$ cat src/rtl/reg_file_8x16_pkg.sv
// Shared sizing constants and types for the 8x16 register file.
package reg_file_8x16_pkg;

  localparam int REG_WIDTH  = 16;
  localparam int REG_ADDR_W = 3;
  localparam int REG_COUNT  = 8;

  localparam logic [REG_WIDTH-1:0] REG_ZERO = 16'h0000;

  typedef logic [REG_WIDTH-1:0]  reg_word_t;
  typedef logic [REG_ADDR_W-1:0] reg_addr_t;

endpackage

$ cat src/rtl/reg_file_8x16_if.sv
// Bus bundle between the datapath and the register file.
// Protocol: there is no valid/ready pair. A write is requested by holding
// WE=1 with WA/WD stable across a falling CLK edge; it takes effect at that
// edge. RA1/RA2 select the read data combinationally at any time.
interface reg_file_8x16_if;
  import reg_file_8x16_pkg::*;

  logic      WE;
  reg_addr_t WA;
  reg_word_t WD;
  reg_addr_t RA1;
  reg_addr_t RA2;
  reg_word_t RD1;
  reg_word_t RD2;

  modport master (output WE, WA, WD, RA1, RA2, input RD1, RD2);
  modport slave  (input WE, WA, WD, RA1, RA2, output RD1, RD2);

endinterface

$ cat src/rtl/register_16_fe_ar.sv
// 16-bit falling-edge register with write enable and async active-high reset.
module register_16_fe_ar
  import reg_file_8x16_pkg::*;
(
  input  logic      clk,
  input  logic      rst,
  input  logic      en,
  input  reg_word_t d,
  output reg_word_t q
);

  reg_word_t q_q;
  reg_word_t q_d;

  // Load new data only when enabled, otherwise hold.
  always_comb begin
    q_d = q_q;
    if (en) begin
      q_d = d;
    end
  end

  // Storage updates on the falling edge; reset clears immediately.
  always_ff @(negedge clk or posedge rst) begin
    if (rst) begin
      q_q <= REG_ZERO;
    end else begin
      q_q <= q_d;
    end
  end

  assign q = q_q;

endmodule

$ cat src/rtl/reg_file_8x16.sv
// Eight-entry 16-bit register file: X0 reads as zero, X1..X7 are writable
// on the falling edge, two combinational read ports with no write bypass.
module reg_file_8x16
  import reg_file_8x16_pkg::*;
(
  input  logic            CLK,
  input  logic            R,
  reg_file_8x16_if.slave  bus
);

  // Decoder output 0 does not exist: X0 has no storage, so writes to it vanish.
  logic [REG_COUNT-1:1] wr_en;
  reg_word_t            regs [REG_COUNT];

  // Write address decode gated by the write enable.
  always_comb begin
    wr_en = '0;
    for (int i = 1; i < REG_COUNT; i++) begin
      wr_en[i] = bus.WE && (bus.WA == REG_ADDR_W'(i));
    end
  end

  assign regs[0] = REG_ZERO;

  for (genvar g = 1; g < REG_COUNT; g++) begin : g_reg
    register_16_fe_ar u_reg (
      .clk (CLK),
      .rst (R),
      .en  (wr_en[g]),
      .d   (bus.WD),
      .q   (regs[g])
    );
  end

  // Two independent read muxes straight from stored state.
  always_comb begin
    bus.RD1 = regs[bus.RA1];
    bus.RD2 = regs[bus.RA2];
  end

endmodule
$ cat src/flat_wrapper.sv
// flat-port wrapper written by rule: the top's interface ports become plain ports
module reg_file_8x16_flat import reg_file_8x16_pkg::*;
  (CLK, R, bus_WE, bus_WA, bus_WD, bus_RA1, bus_RA2, bus_RD1, bus_RD2);
  reg_file_8x16_if bus_i ();
  input  logic CLK;
  input  logic R;
  input wire logic [$bits(bus_i.WE)-1:0] bus_WE;
  input wire logic [$bits(bus_i.WA)-1:0] bus_WA;
  input wire logic [$bits(bus_i.WD)-1:0] bus_WD;
  input wire logic [$bits(bus_i.RA1)-1:0] bus_RA1;
  input wire logic [$bits(bus_i.RA2)-1:0] bus_RA2;
  output wire logic [$bits(bus_i.RD1)-1:0] bus_RD1;
  output wire logic [$bits(bus_i.RD2)-1:0] bus_RD2;
  assign bus_i.WE = bus_WE;
  assign bus_i.WA = bus_WA;
  assign bus_i.WD = bus_WD;
  assign bus_i.RA1 = bus_RA1;
  assign bus_i.RA2 = bus_RA2;
  assign bus_RD1 = bus_i.RD1;
  assign bus_RD2 = bus_i.RD2;
  reg_file_8x16 u_core (.CLK(CLK), .R(R), .bus(bus_i));
endmodule
$ cat config.mk
export PLATFORM = sky130hd
export DESIGN_NAME = reg_file_8x16_flat
export DESIGN_NICKNAME = d
export VERILOG_FILES = /design/src/rtl/reg_file_8x16_pkg.sv /design/src/rtl/reg_file_8x16_if.sv /design/src/rtl/register_16_fe_ar.sv /design/src/rtl/reg_file_8x16.sv /design/src/flat_wrapper.sv
export SDC_FILE = /design/constraint.sdc
export NUM_CORES = 1
export LEC_CHECK = 0
export CORE_UTILIZATION = 31
export CTS_CLUSTER_DIAMETER = 200
export DETAILED_ROUTE_END_ITERATION = 6
export PLACE_DENSITY = 0.46
export SLEW_MARGIN = 15
export SYNTH_ARGS = -nofsm -noshare
export SYNTH_HDL_FRONTEND = slang
export SYNTH_SLANG_ARGS = --single-unit
export TNS_END_PERCENT = 5
$ cat constraint.sdc
create_clock -name CLK -period 9.7 [get_ports CLK]
set_clock_uncertainty 0.2 [all_clocks]
set_input_delay 2.91 -clock CLK [delete_from_list [all_inputs] [get_ports CLK]]
set_output_delay 2.91 -clock CLK [all_outputs]
set_load 0.01 [all_outputs]
==> metrics, run 1 <==
# clock sinks=112; top cells by area, synth=dfrtn_1, mux2_2, mux2i_1, a221oi_1, mux2_4; Reg2Reg Capture Point=u_core.g_reg[2].u_reg.q[11]$_DFFE_NP0P_; DRC Markers=0; Synth cell types=21; Initial DRC Count=between 150 and 200; detailed placement HPWL=between 10000 and 15000 µm; initial antenna violation count=0; I/O pins=60; crit-path max FO=3; min-delay src=u_core.g_reg[1].u_reg.q[8]$_DFFE_NP0P_; Crit Path Class=reg -> out; Seq/Total Area, Yosys=45.4%; FF-to-FF setup slack=8.68 ns; Hold Path Class=reg -> reg; drt first pass iters=4; CP Cell Sequence=mux2_2 -> a221oi_2 -> a221oi_2 -> buf_4 -> dlygate4sd2_1; Startpoint Class=flop; GR Util met1=24.2%; Clk pin slew, worst setup/hold paths=0.05 ns; Worst Slack Setup Final=-0.0131 ns; Total GRT Usage=17.9%; vias in the first global route=4377; synth-to-layout area growth=22.1%; Top Usage Layer GRT=met2; Initial Utilization=31.6%; GPL Wtd Cong=~0.75; GR Overflow Total=0; cell count after synthesis=442; fillers=1924; Site Rows=51; area of the multi-input gates=0.00323 mm²; critical path endpoint category=output pin; routed vias=approximately 4100; LEAKAGE=3.24 nW; CTS tree=done; # diodes=0; number of flip-flops in the largest register=~110; setup violators final=1; Post-Route WL=between 15000 and 20000 µm; worst vdd ir=a little under 0.09 mV; Critical Path AT=6.60 ns; Hold Path Cell Cnt=1; slowest cell on the critical path=dfrtn_1; RSZ-0062 raised after global routing=true; first-pass GRT wire length=26800 µm; final-stage net count=roughly 530; fraction of layout cells with a size suffix above 1=42.8%; delay-heaviest family, CP=buffers and inverters; most frequent CP cell=a221oi_2; post-route ant nets=0; failing checks=negative setup slack; critical path's largest stage delay=0.36 ns; Syn Std Cell Area=0.00618 mm²; maxcap violations=0; width of the die=143 µm; Avg Vias per Cell=5.30; worst-margin pin slew=1.11 ns; Clock Latency Late Sink=0.35 ns; status=finished with violations; r2r worst-path depth=1; top-area cell type share of the netlist area=45.4%; CTS Root Cell=clkbuf_16; R2R Path Start=u_core.g_reg[2].u_reg.q[11]$_DFFE_NP0P_; dominant cell type by area after synthesis=dfrtn_1; Cell Pwr Density=186 mW/mm²; Slew Viols, Final=0; Avg Inst Size Synth=14.0 µm²; Die Height=143 µm; htree depth=3; overall power=~1.4 mW; Syn Nets=between 400 and 500; total CTS buffers=9; Max-slew headroom=about a quarter; largest net degree at the start of global routing=59; hold path endpoint=u_core.g_reg[1].u_reg.q[8]$_DFFE_NP0P_; core outline area=0.0195 mm²; Max Buffers Root-to-Sink=2; met2 GRT Util=about 29%; drt wl/cell=22.3 µm; yosys synthesis warning count=0; met3 global-route usage=3.25%; total setup buffers inserted after CTS=0; FF+latch count, synth=112; Critical path buffers and inverters=2; Final Core Density=38.6%; die area=0.0205 mm²; Seq. cell area=0.00280 mm²; Final Hold Viols=0; I/O Buffers=59; Worst Path Required=6.59 ns
==> cells by family after synthesis <==
| family | synth area share, % |
|---|---|
| multiplexers | 37.8 |
| flip-flops | 45.4 |
| AO/OA/AOI/OAI | 9.07 |
| buffers and inverters | 4.98 |
| AND/OR/NAND/NOR | 2.73 |
==> worst max path at each step <==
stage	startpoint	to	slack [ns]	cells after the start
final	u_core.g_reg[1].u_reg.q[13]$_DFFE_NP0P_	bus_RD2[13]	-0.01	5
after global routing	u_core.g_reg[1].u_reg.q[13]$_DFFE_NP0P_	bus_RD2[13]	-0.09	5
after CTS	u_core.g_reg[1].u_reg.q[13]$_DFFE_NP0P_	bus_RD2[13]	-0.02	5
after detailed placement	bus_WE	u_core.g_reg[5].u_reg.q[6]$_DFFE_NP0P_	-0.02	4
after global placement	bus_WE	u_core.g_reg[5].u_reg.q[6]$_DFFE_NP0P_	0.003	4
after floorplan	R	u_core.g_reg[1].u_reg.q[0]$_DFFE_NP0P_	0.49	1
==> routing by layer <==
layer  part of all wire [%]  wire length (µm)
met1                     47              8110
met2                     47              8150
met3                    3.6               625
met4                    1.7               300
met5                      0                 0
==> layout make-up <==
type / count / share of cell area (%)
Clock buffer: 14 / 3.63
Timing Repair Buffer: 90 / 11.8
Inverter: 1 / 0.0995
Multi-Input combinational cell: 286 / 42.8
Tap cell: 265 / 4.40
Clock inverter: 2 / 0.166
Sequential cell: 112 / 37.2
==> report_power, final <==
part / switching [mW] / internal, mW
sequential: 0.0812 / 0.581
combinational: 0.156 / 0.216
clock: 0.173 / 0.196
total: 0.410 / 0.992
==> synth_stat cells <==
cell type	instances
mux2_2	115
dfrtn_1	112
a221oi_1	64
mux2i_1	64
mux2_4	20
buf_2	13
buf_4	9
buf_6	9
mux2_1	9
buf_1	4
clkbuf_1	4
nor2b_1	4
nand4b_4	3
and2_1	2
and4bb_1	2
buf_8	2
clkbuf_2	2
inv_1	1
nand2_2	1
nand4_2	1
nor3_4	1
==> through the flow <==
step           instance area, µm²  cells  worst slack (ns)  hold WS, ns  TNS (ns)
4_1_cts                      7430    770           -0.0230        0.255   -0.0686
5_1_grt                      7540    770           -0.0915        0.269    -0.176
2_1_floorplan                6180    442             0.485        0.233         0
3_3_place_gp                 7120    754           0.00307        0.244         0
6_report                     7540    770           -0.0131        0.251   -0.0131
3_5_place_dp                 7120    754           -0.0150        0.255    -0.123
==> what timing repair did <==
item / 4_1_cts / 5_1_grt
endpoints found under the setup margin: 32 / 26
hold buffers: 0 / 0
resized for setup: 45 / 27
pin swaps: 1 / 0
==> cells in the final DEF, fill, tap and decap left out, drive strengths merged <==
master / n
clkdlybuf4s15: 14
nand4b: 3
a221oi: 64
mux2i: 64
nand2: 1
clkinvlp: 2
and4bb: 2
nor3: 1
clkinv: 1
clkdlybuf4s50: 25
and2: 2
nor2b: 4
dfrtn: 112
clkbuf: 14
buf: 34
nand4: 1
dlygate4sd2: 17
mux2: 144
Note: power is estimated with default switching activity, not from simulation.
==> inputs of run 2 (changes only) <==
CORE_ASPECT_RATIO = 0.6   (was not set)
CORE_UTILIZATION = 40   (was 31)
PLACE_DENSITY = 0.56   (was 0.46)
==> run 2 against run 1 <==
Net effect:
- the flow now finishes without violations
- register-to-register slack is essentially flat
- non-clock buffer count rose by 3
- via count increased by 2.7%
- design area fell by 0.41%
- count of clock-buffer cells in the layout shrank 5
- flip-flop and latch count stayed put
==> metrics, run 2 (synthesis gave the netlist of run 1 again) <==
vias in the first global route=4370 (was 4377); total CTS buffers=9 (unchanged); CP Cell Sequence=mux2_2 -> a221oi_1 -> a221oi_1 -> dlygate4sd2_1 (was mux2_2 -> a221oi_2 -> a221oi_2 -> buf_4 -> dlygate4sd2_1); drt wl/cell=23.6 µm (was 22.3 µm); CP Depth=4 (was 5); Net Sw Frac=30.0% (was 29.3%); placed cell count=690 (was 754); CTS Root Cell=clkbuf_16 (unchanged); critical path's largest stage delay=0.36 ns (about the same); RSZ-0062 raised after global routing=true (unchanged); I/O pins=60 (unchanged); Site Rows=34 (was 51); crit-path max FO=3 (unchanged); Max Buffers Root-to-Sink=2 (unchanged); Worst Path Required=6.59 ns (about the same); status=completed (was finished with violations); slowest cell on the critical path=dfrtn_1 (unchanged); Finished Layout Cells=706 (was 770); combinational share of power=26.1% (was 26.5%); first-pass GRT wire length=25800 µm (was 26800 µm); LEAKAGE=3.25 nW (was 3.24 nW); htree depth=3 (unchanged); post-route ant nets=0 (unchanged); r2r worst-path depth=1 (unchanged); Worst Setup EP=bus_RD1[11] (was bus_RD2[13]); Initial Utilization=41.8% (was 31.6%); critical path endpoint category=output pin (unchanged); Startpoint Class=flop (unchanged); GR Overflow Total=0 (unchanged); delay-heaviest family, CP=compound AO/OA/AOI/OAI gates (was buffers and inverters); GPL Wtd Cong=0.769 (was 0.748); setup violators final=0 (was 1); CP Launch Point=u_core.g_reg[1].u_reg.q[11]$_DFFE_NP0P_ (was u_core.g_reg[1].u_reg.q[13]$_DFFE_NP0P_); number of flip-flops in the largest register=112 (unchanged); clock power share=27.6% (was 26.3%); die area=0.0160 mm² (was 0.0205 mm²); Critical path buffers and inverters=1 (was 2); Total GRT Usage=21.9% (was 17.9%); Post-Route WL=16700 µm (was 17200 µm); # clock sinks=112 (unchanged); detailed placement HPWL=10800 µm (about the same); Die Height=98.3 µm (was 143 µm); Avg Vias per Cell=5.93 (was 5.30); drt first pass iters=4 (unchanged); Critical Path AT=6.55 ns (was 6.60 ns); R2R Path Start=u_core.g_reg[2].u_reg.q[9]$_DFFE_NP0P_ (was u_core.g_reg[2].u_reg.q[11]$_DFFE_NP0P_); Final Core Density=50.9% (was 38.6%); routed vias=4189 (was 4080); synth-to-layout area growth=21.6% (was 22.1%); Hold Path Class=reg -> reg (unchanged); Net Sw Power=429 µW (was 410 µW); Cell Pwr Density=191 mW/mm² (was 186 mW/mm²); Max-slew headroom=28.4% (was 26.1%); # diodes=0 (unchanged); Slew Viols, Final=0 (unchanged); Final Hold Viols=0 (unchanged); setup_tns=0 ns (was -0.0131 ns); Clk pin slew, worst setup/hold paths=0.06 ns (was 0.05 ns); initial antenna violation count=0 (unchanged); Post-CTS Hold Fix Bufs=0 (unchanged); most frequent CP cell=a221oi_1 (was a221oi_2); FF-to-FF setup slack=8.67 ns (was 8.68 ns); I/O Buffers=59 (unchanged); CTS tree=done (unchanged); cell internal pwr=1.00 mW (was 992 µW); Clock Latency Late Sink=0.35 ns (about the same); final-stage net count=531 (was 528); worst vdd ir=0.0851 mV (was 0.0878 mV); worst-margin pin slew=1.07 ns (was 1.11 ns); most frequent cells in the layout=mux2_2, dfrtn_1, mux2i_1 (unchanged); largest net degree at the start of global routing=29 (was 59); total setup buffers inserted after CTS=0 (unchanged); maxcap violations=0 (unchanged); DRC Markers=0 (unchanged); Initial DRC Count=234 (was 195); Reg power frac=46.4% (was 47.2%); width of the die=162 µm (was 143 µm); core outline area=0.0148 mm² (was 0.0195 mm²); commonest non-fill, non-tap cell in the layout=mux2_2 (unchanged); Crit Path Class=reg -> out (unchanged); Reg2Reg Capture Point=u_core.g_reg[2].u_reg.q[9]$_DFFE_NP0P_ (was u_core.g_reg[2].u_reg.q[11]$_DFFE_NP0P_); fraction of layout cells with a size suffix above 1=42.9% (was 42.8%); worst hold slack=0.259 ns (was 0.251 ns)
[run 2: changes by cell type in the layout (fill, tap and decap cells not counted), sizes merged]
cell,change
bufinv,+1
clkdlybuf4s15,+3
dlygate4sd2,-2
buf,+2
clkinv,+1
inv,+3
clkbuf,-5
[run 2: final cells by class]
class                   count  area [µm²]
clock buffers               9         225
clock inverters             7        86.3
fillers                  1287        7250
inverters                   1        7.51
multi-input cells         286        3250
flip-flops and latches    112        2800
well taps                 198         248
repair buffers             93         892
[run 2: per-stage QoR]
stage	area [µm²]	setup WS (ns)	total power, mW
after floorplan	6180	0.485	0.898
after global placement	7040	-0.00539	1.02
after detailed placement	7040	-0.0668	1.04
after CTS	7400	-0.00215	1.43
after global routing	7510	-0.0398	1.50
final	7510	0.0401	1.43
[run 2: per-layer routing]
metal,wire (µm),global-route usage (%),vias up
li1,-,-,1866
met1,8280,31.2,2186
met2,7400,32.9,119
met3,733,4.72,18
met4,238,6.97,0
met5,0,0,-
[run 2: worst min path at each step]
stage	startpoint	to	slack (ns)	cells past startpoint
finish	u_core.g_reg[1].u_reg.q[8]$_DFFE_NP0P_	u_core.g_reg[1].u_reg.q[8]$_DFFE_NP0P_	0.26	1
global route	u_core.g_reg[1].u_reg.q[15]$_DFFE_NP0P_	u_core.g_reg[1].u_reg.q[15]$_DFFE_NP0P_	0.27	1
CTS	u_core.g_reg[1].u_reg.q[8]$_DFFE_NP0P_	u_core.g_reg[1].u_reg.q[8]$_DFFE_NP0P_	0.26	1
detailed placement	u_core.g_reg[1].u_reg.q[8]$_DFFE_NP0P_	u_core.g_reg[1].u_reg.q[8]$_DFFE_NP0P_	0.26	1
global placement	u_core.g_reg[1].u_reg.q[2]$_DFFE_NP0P_	u_core.g_reg[1].u_reg.q[2]$_DFFE_NP0P_	0.24	1
floorplan	u_core.g_reg[1].u_reg.q[0]$_DFFE_NP0P_	u_core.g_reg[1].u_reg.q[0]$_DFFE_NP0P_	0.23	1
[run 2: repair_timing]
item	in CTS	in global routing
endpoints found under the setup margin	32	27
gates resized for setup	48	28
endpoints found under the hold margin	0	0
[run 2: power groups by stage]
stage / combinational [mW] / sequential [mW] / clock, mW
after floorplan: 0.258 / 0.640 / 0
after global placement: 0.363 / 0.655 / 0
after detailed placement: 0.373 / 0.664 / 0
after CTS: 0.365 / 0.659 / 0.402
after global routing: 0.403 / 0.677 / 0.423
final: 0.373 / 0.664 / 0.394
==> inputs of run 3 (changes only) <==
GPL_TIMING_DRIVEN = 0   (was not set)
HOLD_SLACK_MARGIN = 0.02   (was not set)
==> run 3 against run 2 <==
Net effect:
- global-route usage increased by 1.4 points
- sequential power about the same
- via count down 0.31%
- register-to-register slack about the same
- critical path depth unchanged
- die area unchanged
==> metrics, run 3 (synthesis gave the netlist of run 1 again) <==
status=completed (unchanged); cell internal pwr=1.02 mW (was 1.00 mW); Post-Route WL=17500 µm (was 16700 µm); Net Sw Frac=29.2% (was 30.0%); width of the die=162 µm (unchanged); GR Overflow Total=0 (unchanged); Hold Path Cell Cnt=1 (unchanged); delay-heaviest family, CP=compound AO/OA/AOI/OAI gates (unchanged); I/O pins=60 (unchanged); fillers=1284 (was 1287); post-route ant nets=0 (unchanged); CTS Root Cell=clkbuf_16 (unchanged); most frequent CP cell=a221oi_1 (unchanged); number of flip-flops in the largest register=112 (unchanged); Post-CTS Hold Fix Bufs=0 (unchanged); Avg Vias per Cell=5.88 (was 5.93); core outline area=0.0148 mm² (unchanged); I/O Buffers=51 (was 59); CP Cell Sequence=mux2_2 -> a221oi_1 -> a221oi_1 -> dlygate4sd2_1 (unchanged); first-pass GRT wire length=27200 µm (was 25800 µm); slowest cell on the critical path=dfrtn_1 (unchanged); critical path's largest stage delay=0.35 ns (was 0.36 ns); hold path endpoint=u_core.g_reg[1].u_reg.q[2]$_DFFE_NP0P_ (was u_core.g_reg[1].u_reg.q[8]$_DFFE_NP0P_); Clock Latency Late Sink=0.35 ns (about the same); drt first pass iters=4 (unchanged); synth-to-layout area growth=20.4% (was 21.6%); crit-path max FO=3 (unchanged); clock power share=28.6% (was 27.6%); routed vias=4176 (was 4189); Reg power frac=45.8% (was 46.4%); GPL Wtd Cong=0.804 (was 0.769); LEAKAGE=3.27 nW (was 3.25 nW); Finished Layout Cells=710 (was 706); Net Sw Power=422 µW (was 429 µW); FF-to-FF setup slack=8.68 ns (was 8.67 ns); Clk pin slew, worst setup/hold paths=0.05 ns (was 0.06 ns); combinational share of power=25.5% (was 26.1%); worst vdd ir=0.120 mV (was 0.0851 mV); Hold Path Class=reg -> reg (unchanged); Initial Utilization=41.8% (unchanged); Reg2Reg Capture Point=u_core.g_reg[2].u_reg.q[14]$_DFFE_NP0P_ (was u_core.g_reg[2].u_reg.q[9]$_DFFE_NP0P_); R2R Path Start=u_core.g_reg[2].u_reg.q[14]$_DFFE_NP0P_ (was u_core.g_reg[2].u_reg.q[9]$_DFFE_NP0P_); Worst Slack Setup Final=0.0385 ns (was 0.0401 ns); placed cell count=694 (was 690); Cell Pwr Density=194 mW/mm² (was 191 mW/mm²); final-stage net count=535 (was 531); critical path endpoint category=output pin (unchanged); # clock sinks=112 (unchanged); Max-slew headroom=44.5% (was 28.4%); Total GRT Usage=23.3% (was 21.9%); die area=0.0160 mm² (unchanged); min-delay src=u_core.g_reg[1].u_reg.q[2]$_DFFE_NP0P_ (was u_core.g_reg[1].u_reg.q[8]$_DFFE_NP0P_); RSZ-0062 raised after global routing=true (unchanged); r2r worst-path depth=1 (unchanged); commonest non-fill, non-tap cell in the layout=mux2_2 (unchanged); htree depth=3 (unchanged); Site Rows=34 (unchanged); setup violators final=0 (unchanged); # diodes=0 (unchanged); initial antenna violation count=0 (unchanged); Critical path buffers and inverters=1 (unchanged); drt wl/cell=24.7 µm (was 23.6 µm); CTS tree=done (unchanged); total CTS buffers=9 (unchanged); Worst Path Required=6.59 ns (about the same); vias in the first global route=4394 (was 4370); maxcap violations=0 (unchanged); Crit Path Class=reg -> out (unchanged); most frequent cells in the layout=mux2_2, dfrtn_1, mux2i_1 (unchanged); total setup buffers inserted after CTS=0 (unchanged); Critical Path AT=6.55 ns (about the same); worst-margin pin slew=0.832 ns (was 1.07 ns); DRC Markers=0 (unchanged); Startpoint Class=flop (unchanged); Max Buffers Root-to-Sink=2 (unchanged); Final Hold Viols=0 (unchanged); Initial DRC Count=183 (was 234); fraction of layout cells with a size suffix above 1=42.8% (was 42.9%); Slew Viols, Final=0 (unchanged); largest net degree at the start of global routing=35 (was 29); Die Height=98.3 µm (unchanged); pre-CTS WS=0.158 ns (was -0.0668 ns); detailed placement HPWL=11900 µm (was 10800 µm)
## run 3: metrics by stage
| stage | instance area [µm²] | TNS [ns] | power, mW | hold WS [ns] | util, % |
|---|---|---|---|---|---|
| floorplan | 6180 | 0 | 0.898 | 0.233 | - |
| global placement | 6940 | -74.41 | 1.02 | 0.243 | 47.0 |
| detailed placement | 7000 | 0 | 1.04 | 0.257 | 47.4 |
| CTS | 7340 | -0.175 | 1.44 | 0.258 | 49.7 |
| global route | 7430 | -0.0183 | 1.51 | 0.282 | 50.4 |
| finish | 7430 | 0 | 1.44 | 0.255 | 50.4 |
## run 3: worst max-delay path by stage
| stage | from | to | slack (ns) | cells after the start |
|---|---|---|---|---|
| finish | u_core.g_reg[1].u_reg.q[10]$_DFFE_NP0P_ | bus_RD2[10] | 0.04 | 4 |
| global route | u_core.g_reg[3].u_reg.q[7]$_DFFE_NP0P_ | bus_RD1[7] | -0.01 | 4 |
| CTS | u_core.g_reg[3].u_reg.q[8]$_DFFE_NP0P_ | bus_RD2[8] | -0.18 | 4 |
| detailed placement | u_core.g_reg[3].u_reg.q[2]$_DFFE_NP0P_ | bus_RD1[2] | 0.16 | 4 |
| global placement | R | u_core.g_reg[4].u_reg.q[1]$_DFFE_NP0P_ | -0.68 | 2 |
| floorplan | R | u_core.g_reg[1].u_reg.q[0]$_DFFE_NP0P_ | 0.49 | 1 |
## run 3: routing by layer
| layer | GRT usage (%) | up-vias | wire (µm) |
|---|---|---|---|
| met4 | 5.15 | 0 | 176 |
| met2 | 34.6 | 104 | 7830 |
| met5 | 0 | - | 0 |
| li1 | - | 1869 | - |
| met1 | 35.2 | 2188 | 8840 |
| met3 | 3.78 | 15 | 674 |
## run 3: repair_timing
item / CTS / global route
resized for setup: 39 / 16
setup endpoints to repair: 32 / 16
cloned: 0 / 0
## run 3: cell type report
| cell class | count | area (µm²) | share of cell area (%) |
|---|---|---|---|
| plain buffers | 43 | 304 | 4.09 |
| clock inverters | 7 | 103 | 1.38 |
| clock buffers | 9 | 225 | 3.03 |
| multi-input cells | 286 | 3210 | 43.2 |
| flip-flops and latches | 112 | 2800 | 37.7 |
| repair buffers | 54 | 534 | 7.19 |
| well taps | 198 | 248 | 3.33 |
| inverters | 1 | 7.51 | 0.101 |
## run 3: power by group through the flow
stage	clock network (mW)	logic (mW)	registers, mW
2_1_floorplan	0	0.258	0.640
5_1_grt	0.441	0.398	0.675
4_1_cts	0.423	0.362	0.656
3_5_place_dp	0	0.374	0.663
6_report	0.413	0.368	0.661
3_3_place_gp	0	0.363	0.654
